[src/rtl/rename_map_if.sv]
`default_nettype none
// ------------------------------------------------------------
// rename_map_if: decode-side and dispatch-side uop handshakes
// Rev 1.0
// ------------------------------------------------------------
interface rename_map_if #(
  parameter int LA = 5,
  parameter int PA = 7
);
  logic          in_valid;
  logic          in_ready;
  logic [LA-1:0] in_rs1;
  logic          in_rs1_valid;
  logic [LA-1:0] in_rs2;
  logic          in_rs2_valid;
  logic [LA-1:0] in_rd;
  logic          in_rd_valid;
  logic          out_valid;
  logic          out_ready;
  logic [PA-1:0] out_prs1;
  logic [PA-1:0] out_prs2;
  logic [PA-1:0] out_prd;
  logic [PA-1:0] out_prd_old;
  logic          out_rd_valid;

  modport slave (
    input  in_valid, in_rs1, in_rs1_valid, in_rs2, in_rs2_valid, in_rd, in_rd_valid, out_ready,
    output in_ready, out_valid, out_prs1, out_prs2, out_prd, out_prd_old, out_rd_valid
  );

  modport master (
    output in_valid, in_rs1, in_rs1_valid, in_rs2, in_rs2_valid, in_rd, in_rd_valid, out_ready,
    input  in_ready, out_valid, out_prs1, out_prs2, out_prd, out_prd_old, out_rd_valid
  );
endinterface
`default_nettype wire

[src/rtl/rename_map.sv]
`default_nettype none
// ------------------------------------------------------------
// rename_map: RAT + circular free list rename stage with commit/flush
// Rev 1.0
// ------------------------------------------------------------
module rename_map #(
  parameter  int LOG_RF_DEPTH = 32,
  parameter  int PHY_RF_DEPTH = 128,
  localparam int LA = $clog2(LOG_RF_DEPTH),
  localparam int PA = $clog2(PHY_RF_DEPTH)
) (
  input  wire logic          clk,
  input  wire logic          rst_n,
  rename_map_if.slave        bus,
  input  wire logic          commit_valid,
  input  wire logic [LA-1:0] commit_rd,
  input  wire logic [PA-1:0] commit_prd,
  input  wire logic [PA-1:0] commit_prd_old,
  input  wire logic          flush,
  output logic      [PA-1:0] free_count,
  output logic               busy_wr_en,
  output logic      [PA-1:0] busy_wr_addr,
  output logic               busy_data_out
);

  localparam int NFREE = PHY_RF_DEPTH - LOG_RF_DEPTH;

  logic [PA-1:0] r_rat  [LOG_RF_DEPTH];
  logic [PA-1:0] r_crat [LOG_RF_DEPTH];
  logic [PA-1:0] r_fl   [PHY_RF_DEPTH];
  logic [PA-1:0] r_head;
  logic [PA-1:0] r_tail;
  logic [PA-1:0] r_chead;

  logic          r_out_valid;
  logic [PA-1:0] r_out_prs1;
  logic [PA-1:0] r_out_prs2;
  logic [PA-1:0] r_out_prd;
  logic [PA-1:0] r_out_prd_old;
  logic          r_out_rd_valid;

  logic          w_alloc;
  logic          w_in_ready;
  logic          w_accept;
  logic          w_commit;
  logic [PA-1:0] w_chead_nxt;

  assign w_alloc     = bus.in_rd_valid && (bus.in_rd != '0);
  assign free_count  = r_tail - r_head;
  assign w_in_ready  = !flush && (!r_out_valid || bus.out_ready) && (!w_alloc || (free_count != '0));
  assign w_accept    = bus.in_valid && w_in_ready;
  assign w_commit    = commit_valid && (commit_rd != '0);
  assign w_chead_nxt = r_chead + PA'(w_commit);

  assign busy_wr_en    = w_accept && w_alloc;
  assign busy_wr_addr  = busy_wr_en ? r_fl[r_head] : '0;
  assign busy_data_out = 1'b1;

  assign bus.in_ready     = w_in_ready;
  assign bus.out_valid    = r_out_valid;
  assign bus.out_prs1     = r_out_prs1;
  assign bus.out_prs2     = r_out_prs2;
  assign bus.out_prd      = r_out_prd;
  assign bus.out_prd_old  = r_out_prd_old;
  assign bus.out_rd_valid = r_out_rd_valid;

  always_ff @(posedge clk or negedge rst_n) begin
    if (!rst_n) begin
      for (int i = 0; i < LOG_RF_DEPTH; i++) begin
        r_rat[i]  <= PA'(i);
        r_crat[i] <= PA'(i);
      end
      for (int k = 0; k < PHY_RF_DEPTH; k++) begin
        r_fl[k] <= (k < NFREE) ? PA'(LOG_RF_DEPTH + k) : '0;
      end
      r_head         <= '0;
      r_chead        <= '0;
      r_tail         <= PA'(NFREE);
      r_out_valid    <= 1'b0;
      r_out_prs1     <= '0;
      r_out_prs2     <= '0;
      r_out_prd      <= '0;
      r_out_prd_old  <= '0;
      r_out_rd_valid <= 1'b0;
    end else begin
      if (w_commit) begin
        r_fl[r_tail]     <= commit_prd_old;
        r_tail           <= r_tail + PA'(1);
        r_crat[commit_rd] <= commit_prd;
        r_chead          <= w_chead_nxt;
      end

      if (flush) begin
        // Restore must see a commit landing in this same cycle.
        for (int i = 0; i < LOG_RF_DEPTH; i++) begin
          r_rat[i] <= (w_commit && (commit_rd == LA'(i))) ? commit_prd : r_crat[i];
        end
        r_head      <= w_chead_nxt;
        r_out_valid <= 1'b0;
      end else if (w_accept) begin
        r_out_valid    <= 1'b1;
        r_out_prs1     <= bus.in_rs1_valid ? r_rat[bus.in_rs1] : '0;
        r_out_prs2     <= bus.in_rs2_valid ? r_rat[bus.in_rs2] : '0;
        r_out_prd      <= w_alloc ? r_fl[r_head] : '0;
        r_out_prd_old  <= w_alloc ? r_rat[bus.in_rd] : '0;
        r_out_rd_valid <= w_alloc;
        if (w_alloc) begin
          r_rat[bus.in_rd] <= r_fl[r_head];
          r_head           <= r_head + PA'(1);
        end
      end else if (bus.out_ready) begin
        r_out_valid <= 1'b0;
      end
    end
  end

endmodule
`default_nettype wire

[src/flat_wrapper.sv]
// flat-port wrapper written by rule: the top's interface ports become plain ports
module rename_map_flat 
#(
  parameter  int LOG_RF_DEPTH = 32,
  parameter  int PHY_RF_DEPTH = 128,
  localparam int LA = $clog2(LOG_RF_DEPTH),
  localparam int PA = $clog2(PHY_RF_DEPTH)
)
  (clk, rst_n, commit_valid, commit_rd, commit_prd, commit_prd_old, flush, free_count, busy_wr_en, busy_wr_addr, busy_data_out, bus_in_valid, bus_in_rs1, bus_in_rs1_valid, bus_in_rs2, bus_in_rs2_valid, bus_in_rd, bus_in_rd_valid, bus_out_ready, bus_in_ready, bus_out_valid, bus_out_prs1, bus_out_prs2, bus_out_prd, bus_out_prd_old, bus_out_rd_valid);
  rename_map_if bus_i ();
  input  wire logic clk;
  input  wire logic rst_n;
  input  wire logic commit_valid;
  input  wire logic [LA-1:0] commit_rd;
  input  wire logic [PA-1:0] commit_prd;
  input  wire logic [PA-1:0] commit_prd_old;
  input  wire logic flush;
  output logic      [PA-1:0] free_count;
  output logic busy_wr_en;
  output logic      [PA-1:0] busy_wr_addr;
  output logic busy_data_out;
  input wire logic [$bits(bus_i.in_valid)-1:0] bus_in_valid;
  input wire logic [$bits(bus_i.in_rs1)-1:0] bus_in_rs1;
  input wire logic [$bits(bus_i.in_rs1_valid)-1:0] bus_in_rs1_valid;
  input wire logic [$bits(bus_i.in_rs2)-1:0] bus_in_rs2;
  input wire logic [$bits(bus_i.in_rs2_valid)-1:0] bus_in_rs2_valid;
  input wire logic [$bits(bus_i.in_rd)-1:0] bus_in_rd;
  input wire logic [$bits(bus_i.in_rd_valid)-1:0] bus_in_rd_valid;
  input wire logic [$bits(bus_i.out_ready)-1:0] bus_out_ready;
  output wire logic [$bits(bus_i.in_ready)-1:0] bus_in_ready;
  output wire logic [$bits(bus_i.out_valid)-1:0] bus_out_valid;
  output wire logic [$bits(bus_i.out_prs1)-1:0] bus_out_prs1;
  output wire logic [$bits(bus_i.out_prs2)-1:0] bus_out_prs2;
  output wire logic [$bits(bus_i.out_prd)-1:0] bus_out_prd;
  output wire logic [$bits(bus_i.out_prd_old)-1:0] bus_out_prd_old;
  output wire logic [$bits(bus_i.out_rd_valid)-1:0] bus_out_rd_valid;
  assign bus_i.in_valid = bus_in_valid;
  assign bus_i.in_rs1 = bus_in_rs1;
  assign bus_i.in_rs1_valid = bus_in_rs1_valid;
  assign bus_i.in_rs2 = bus_in_rs2;
  assign bus_i.in_rs2_valid = bus_in_rs2_valid;
  assign bus_i.in_rd = bus_in_rd;
  assign bus_i.in_rd_valid = bus_in_rd_valid;
  assign bus_i.out_ready = bus_out_ready;
  assign bus_in_ready = bus_i.in_ready;
  assign bus_out_valid = bus_i.out_valid;
  assign bus_out_prs1 = bus_i.out_prs1;
  assign bus_out_prs2 = bus_i.out_prs2;
  assign bus_out_prd = bus_i.out_prd;
  assign bus_out_prd_old = bus_i.out_prd_old;
  assign bus_out_rd_valid = bus_i.out_rd_valid;
  rename_map #(.LOG_RF_DEPTH(LOG_RF_DEPTH), .PHY_RF_DEPTH(PHY_RF_DEPTH)) u_core (.clk(clk), .rst_n(rst_n), .bus(bus_i), .commit_valid(commit_valid), .commit_rd(commit_rd), .commit_prd(commit_prd), .commit_prd_old(commit_prd_old), .flush(flush), .free_count(free_count), .busy_wr_en(busy_wr_en), .busy_wr_addr(busy_wr_addr), .busy_data_out(busy_data_out));
endmodule
[config.mk]
export PLATFORM = sky130hd
export DESIGN_NAME = rename_map_flat
export DESIGN_NICKNAME = d
export VERILOG_FILES = /design/src/rtl/rename_map_if.sv /design/src/rtl/rename_map.sv /design/src/flat_wrapper.sv
export SDC_FILE = /design/constraint.sdc
export NUM_CORES = 2
export LEC_CHECK = 0
export CAP_MARGIN = 10
export CORE_MARGIN = 2
export CORE_UTILIZATION = 60
export DETAILED_ROUTE_END_ITERATION = 7
export PLACE_DENSITY = 0.8
export RECOVER_POWER = 25
export SYNTH_ARGS = -nofsm -noshare
export SYNTH_HDL_FRONTEND = slang
export SYNTH_SLANG_ARGS = --single-unit
[constraint.sdc]
create_clock -name clk -period 5.52 [get_ports clk]
set_input_delay 1.656 -clock clk [delete_from_list [all_inputs] [get_ports clk]]
set_output_delay 1.656 -clock clk [all_outputs]
set_load 0.005 [all_outputs]
Word level (Yosys, flattened, before mapping) --
Index checks and enable logic that the tools add are counted.
Storage, ports and cells: register bits after elaboration 1395, input bits 43, word-level logic and storage cells 374
Operators by class: add/sub/neg operators 4, magnitude comparators 9, equal/unequal tests 31, mux-type cells 67, bitwise gates (word level) 7, reduce and logical (&&, ||, !) cells 55
Operators with widths (number):
- 896-bit bitwise mux | 1
- 224-bit two-way mux | 3
- 224-bit bitwise mux | 2
- 7-bit two-way mux | 51
- 7-bit binary-select mux with 5-bit select | 3
- 5-bit equality test (second input constant) | 16
- 7-bit demux with 5-bit select | 2
- 7-bit binary-select mux with 7-bit select | 1
- 7-bit demux with 7-bit select | 1
- 1-bit logical AND | 41
- 5-bit by 4-bit equality test with 1-bit output (second input constant) | 8
- 6-bit greater-or-equal comparator (second input constant) | 4
- 5-bit NOT with 6-bit output | 4
- 5-bit by 3-bit equality test with 1-bit output (second input constant) | 4
- 8-bit greater-or-equal comparator (second input constant) | 2
- 7-bit NOT with 8-bit output | 2
- 7-bit by 1-bit adder with 7-bit output (second input constant) | 2
- 6-bit by 1-bit less-than comparator with 1-bit output (second input constant) | 2
- 5-bit by 2-bit equality test with 1-bit output (second input constant) | 2
- 5-bit nonzero test | 2
- 8-bit by 1-bit less-than comparator with 1-bit output (second input constant) | 1
- 7-bit by 1-bit adder with 7-bit output | 1
- 7-bit nonzero test | 1
- 7-bit subtractor | 1
- other kinds (9) | 16

Depth between registers and ports, before layout --
depth after elaboration 9, mapped depth 16, mapped depth without buffers 10

Least setup slack after synthesis --
No wires, ideal clock.
path kind input to output, start in bus_in_rd[4], end out busy_wr_addr[5], arrival time 3.294 ns, required time 3.864 ns, slack 0.570 ns, cell stages on the path 7, buffers on the path 2, cell sequence or3_1 -> o31ai_1 -> nor4b_1 -> a21o_1 -> clkbuf_1 -> clkbuf_1 -> nor3_1
On the way: longest elaborated chain between the ends 8
RTL lines:
- from (decl) | line flat_wrapper.sv:27 | input wire logic [$bits(bus_i.in_rd)-1:0] bus_in_rd;
- 5-bit nonzero test (*) | line rename_map.sv:48 | assign w_alloc = bus.in_rd_valid && (bus.in_rd != '0);
- 1-bit logical AND (*) | line rename_map.sv:48
- 1-bit logical NOT | line rename_map.sv:50 | assign w_in_ready = !flush && (!r_out_valid || bus.out_ready) && (!w_alloc || (free_count != '0));
- 1-bit logical OR | line rename_map.sv:50
- 1-bit logical AND | line rename_map.sv:50
- 1-bit logical AND | line rename_map.sv:51 | assign w_accept = bus.in_valid && w_in_ready;
- 1-bit logical AND (*) | line rename_map.sv:55 | assign busy_wr_en = w_accept && w_alloc;
- 7-bit two-way mux (*) | line rename_map.sv:56 | assign busy_wr_addr = busy_wr_en ? r_fl[r_head] : '0;
- to (decl) | line flat_wrapper.sv:20 | output logic [PA-1:0] busy_wr_addr;
Every way passes the cells marked *; elsewhere a longest branch is shown, timed or not.

Worst setup path in the final report --
start reg u_core.r_head[0], end out busy_wr_addr[1]
On the way: longest elaborated chain between the ends 7, elaborated cells between the ends (all ways) 11, classes of those cells add/sub (1); mux (4); bitwise (1); reduce/logical (5)
RTL lines:
- from (decl) | line rename_map.sv:31 | logic [PA-1:0] r_head;
- from (signal assigned) | line rename_map.sv:98 | r_head <= w_chead_nxt;
- from (signal assigned) | line rename_map.sv:109 | r_head <= r_head + PA'(1);
- 7-bit subtractor | line rename_map.sv:49 | assign free_count = r_tail - r_head;
- 7-bit nonzero test | line rename_map.sv:50
- 1-bit logical OR | line rename_map.sv:50
- 1-bit logical AND | line rename_map.sv:50
- 1-bit logical AND | line rename_map.sv:51
- 1-bit logical AND | line rename_map.sv:55
- 7-bit two-way mux (*) | line rename_map.sv:56
Every way passes the cells marked *; elsewhere a longest branch is shown, timed or not. The select of a mux whose other input is x is not followed.

==> results.md <==
- Status: finished with violations
- Failing checks: max-capacitance violations, max-slew violations, negative setup slack
- Final setup viols: 6
- Inst Count DP: 6079
- FF/Latch Area: 35600 um^2
- M3 GR Usage: 0.0869
- Element type at the critical path end: primary output
- Dpl hpwl: 126000 um
- Grt ovf: 0
- First-pass GRT wire length: 296000 um
- Starting Density: 0.605
- Synthesized-area fraction occupied by adder cells: 0.00213
- Highest-count cells in the layout ignoring fill and taps: mux2_2, dfrtp_1, dfstp_2, mux4_2
- IO Pins: 90
- HP Class: flop to flop
- # DRC: 0
- Site Rows: 123
- Final nets: 4803
- Synthesized cell area: 68000 um^2
- Post-synth EDFFs: 0
- CTS tree: yes
- Drt wl/cell: 30.6 um
- IO Port Bufs: 88
- Worst-margin pin slew: 3.93 ns
- Placer Congestion: 1.02
- Power share of the clock group: 0.305
- Critical path arrival: 3.99 ns
- Hold buffers post-CTS: 0
- Clock root buffer: clkbuf_16
- Post-Route WL: 195000 um
- Max Cap Viol: 1
- Power, Total: 33.8 mW
- Pre-Repair DR Iteration Count: 6
- Syn Area/Cell: 14.6 um^2
- Synth cell types: 74
- Overall Global Routing Usage: 0.340
- Fillers: 7416
- Worst slew margin: -1.62
- LEAKAGE: 33.5 nW
- Comb pwr share: 0.299
- Peak VDD IR: 0.000681 V
- Top Registers: u_core.r_fl: 896 flops, u_core.r_crat: 224 flops, u_core.r_rat: 224 flops
- Largest family of logic cells by synthesized area: multiplexers
- Largest register FFs: 896
- Prevailing post-synth register cell: dfrtp_1
- Fin crit share: 1.02
- Layout cells sized above 1: 0.540
- Setup Skew: 0.0310 ns
- Switching share of power: 0.333
- Post-synthesis xor/xnor area fraction: 0.00258
- Setup crit start kind: flop
- Dpl ws: -0.294 ns
- Psw: 11.2 mW
- Cells along the critical path: buf_12 -> buf_12 -> mux4_2 -> mux2i_1 -> o22ai_2 -> or4_4 -> o22ai_2 -> buf_6 -> nor3_2 -> clkdlybuf4s50_1
- Ys async rst share: 1.00
- Die width: 341 um
- CTS max path bufs: 3
- Pins Over Slew Limit: 55
- Kind of critical path: flop to primary output
- RSZ-0062 raised after global routing: yes
- Initial antenna violation count: 6
- Synthesized Nets: 4703
- Mux cell area share after synthesis: 0.336
- Post-synthesis sequential area ratio: 0.523
- Post-route ant nets: 0
- Critical path's largest stage delay: 0.64 ns
- Hold Vio Cnt, Final: 0
- Cell Count, Final, Fillers Out: 6377
- Die height: 341 um
- Post-route minimum period: 5.65 ns
- Clk sinks: 1395
- Met1 Resource Use GR: 0.469
- Vias: 44300
- Inserted Clock Buffers: 146
- Via density per instance: 6.95
- Std-Cell Core Area: 112000 um^2
- Commonest non-fill, non-tap cell in the layout: mux2_2
- Clk pin slew, worst setup/hold paths: 0.06 ns
- Vias in the first global route: 45300
- # H-tree levels: 4
- Power Density: 440 nW/um^2
- GRT busiest layer: met2
- Post-route setup slack: -0.127 ns
- Top reg by flops: u_core.r_fl
- Post-synthesis compound-gate area fraction: 0.0649
- Mapped Cells: 4649
- Global routing usage on met2: 0.521
- Seq cells post-synth: 1395
- Crit-path max FO: 13
- Worst-Skew Late Latency: 0.77 ns
- Area grow syn2layout: 12.7%
- Internal: 22.5 mW
- Synth Warn #: 0
- Maximum clock rate: 177 MHz
- Register share of total power: 0.397
- Full die area: 116000 um^2
- Worst Path Required: 3.86 ns
- DR iter-0 viols: 5495
- Simple-gate share of the synthesized area: 0.0453
- Multi-input logic area: 31000 um^2
- Largest net degree at the start of global routing: 210
- CP max stage cell: or4_4
-- power by group through the flow --
stage | logic (mW) | registers, mW | clock network [mW]
global route | 10.4 | 13.5 | 10.8
global placement | 9.12 | 13.4 | 0
CTS | 9.70 | 13.3 | 10.4
finish | 10.1 | 13.4 | 10.3
detailed placement | 9.30 | 13.5 | 0
floorplan | 5.91 | 13.0 | 0
-- metal layers --
layer | up-vias | wire length (um)
met1 | 23500 | 76300
met3 | 571 | 19900
met4 | 2 | 8520
li1 | 17900 | -
met5 | - | 13
met2 | 2423 | 90500
-- stage by stage --
| stage | hold slack, ns | setup TNS [ns] | area (um^2) | util |
|---|---|---|---|---|
| final | 0.374 | -0.612 | 76700 | 0.682 |
| after CTS | 0.375 | -0.426 | 76600 | 0.681 |
| after floorplan | 0.424 | 0 | 68000 | - |
| after global placement | 0.360 | -1.89 | 71100 | 0.632 |
| after detailed placement | 0.362 | -2.10 | 71100 | 0.632 |
| after global routing | 0.383 | -4.66 | 76700 | 0.682 |
-- worst paths after layout --
kind	start	end	slack (ns)	cells after the start
setup / recovery	u_core.r_head[0]	busy_wr_addr[1]	-0.13	10
hold / removal	u_core.r_crat[221]	u_core.r_crat[221]	0.37	0
setup reg to reg	u_core.r_head[0]	u_core.r_rat[215]	1.35	13
hold reg to reg	u_core.r_crat[221]	u_core.r_crat[221]	0.37	0
max in group asynchronous	rst_n	u_core.r_head[1]	0.44	3
min in group asynchronous	rst_n	u_core.r_fl[805]	2.28	1
-- area by class of cell --
type,instances,area share
Multi-Input combinational cell,2852,0.405
Inverter,35,0.00179
Sequential cell,1395,0.464
Timing Repair Buffer,319,0.0394
Tap cell,1500,0.0245
Clock buffer,222,0.0571
Clock inverter,51,0.00839
Antenna cell,3,0.0000979
-- cells in the mapped netlist (all sizes together) (10+ instances only) --
master  number  area [um^2]
and3        10         62.6
inv         31          116
ha          10          125
dfrtp      865        21600
clkbuf     260          976
a41oi       13          114
a32oi       14          123
a31oi       10         62.6
nor3        28          145
o31ai       27          203
o22a        10         92.6
nand2      198          743
a221o      120         1200
mux2i       99          991
o22ai       16          100
nor2b       17          106
nand3       26          130
mux4       402         9050
nor2       152          571
dfstp      530        13900
o21ai       27          135
xnor2       15          131
mux2      1139        12800
a22oi       56          425
a221oi      10         87.6
nand2b      28          175
buf        107          641
and2       127          795
a22o        77          674
nor4        11         75.1
a21o        80          601
or3         11         68.8
a21oi       45          229
-- worst max-delay path: cells and delay by family (launching register included) --
family | cells | cell delay, ns
AO/OA/AOI/OAI | 2 | 0.33
buffers and inverters | 4 | 0.96
flip-flops | 1 | 0.44
multiplexers | 2 | 0.78
AND/OR/NAND/NOR | 2 | 0.69
-- what timing repair did --
item / in CTS / in global routing
pin swaps: 5 / 3
setup buffers: 10 / 9
cloned: 3 / 0
setup endpoints to repair: 9 / 8
resized for setup: 54 / 17
-- cell families (layout without fill, tap and decap cells) --
kind of cell    count (synthesis)  count (layout)
mux                          1640            1640
flops                        1395            1395
simple gates                  636             636
compound gates                544             544
buf+inv                       402             627
xor+xnor                       20              20
fa+ha+maj                      11              11
other cells                     1               4
No activity file was read; power rests on OpenSTA's default activity.
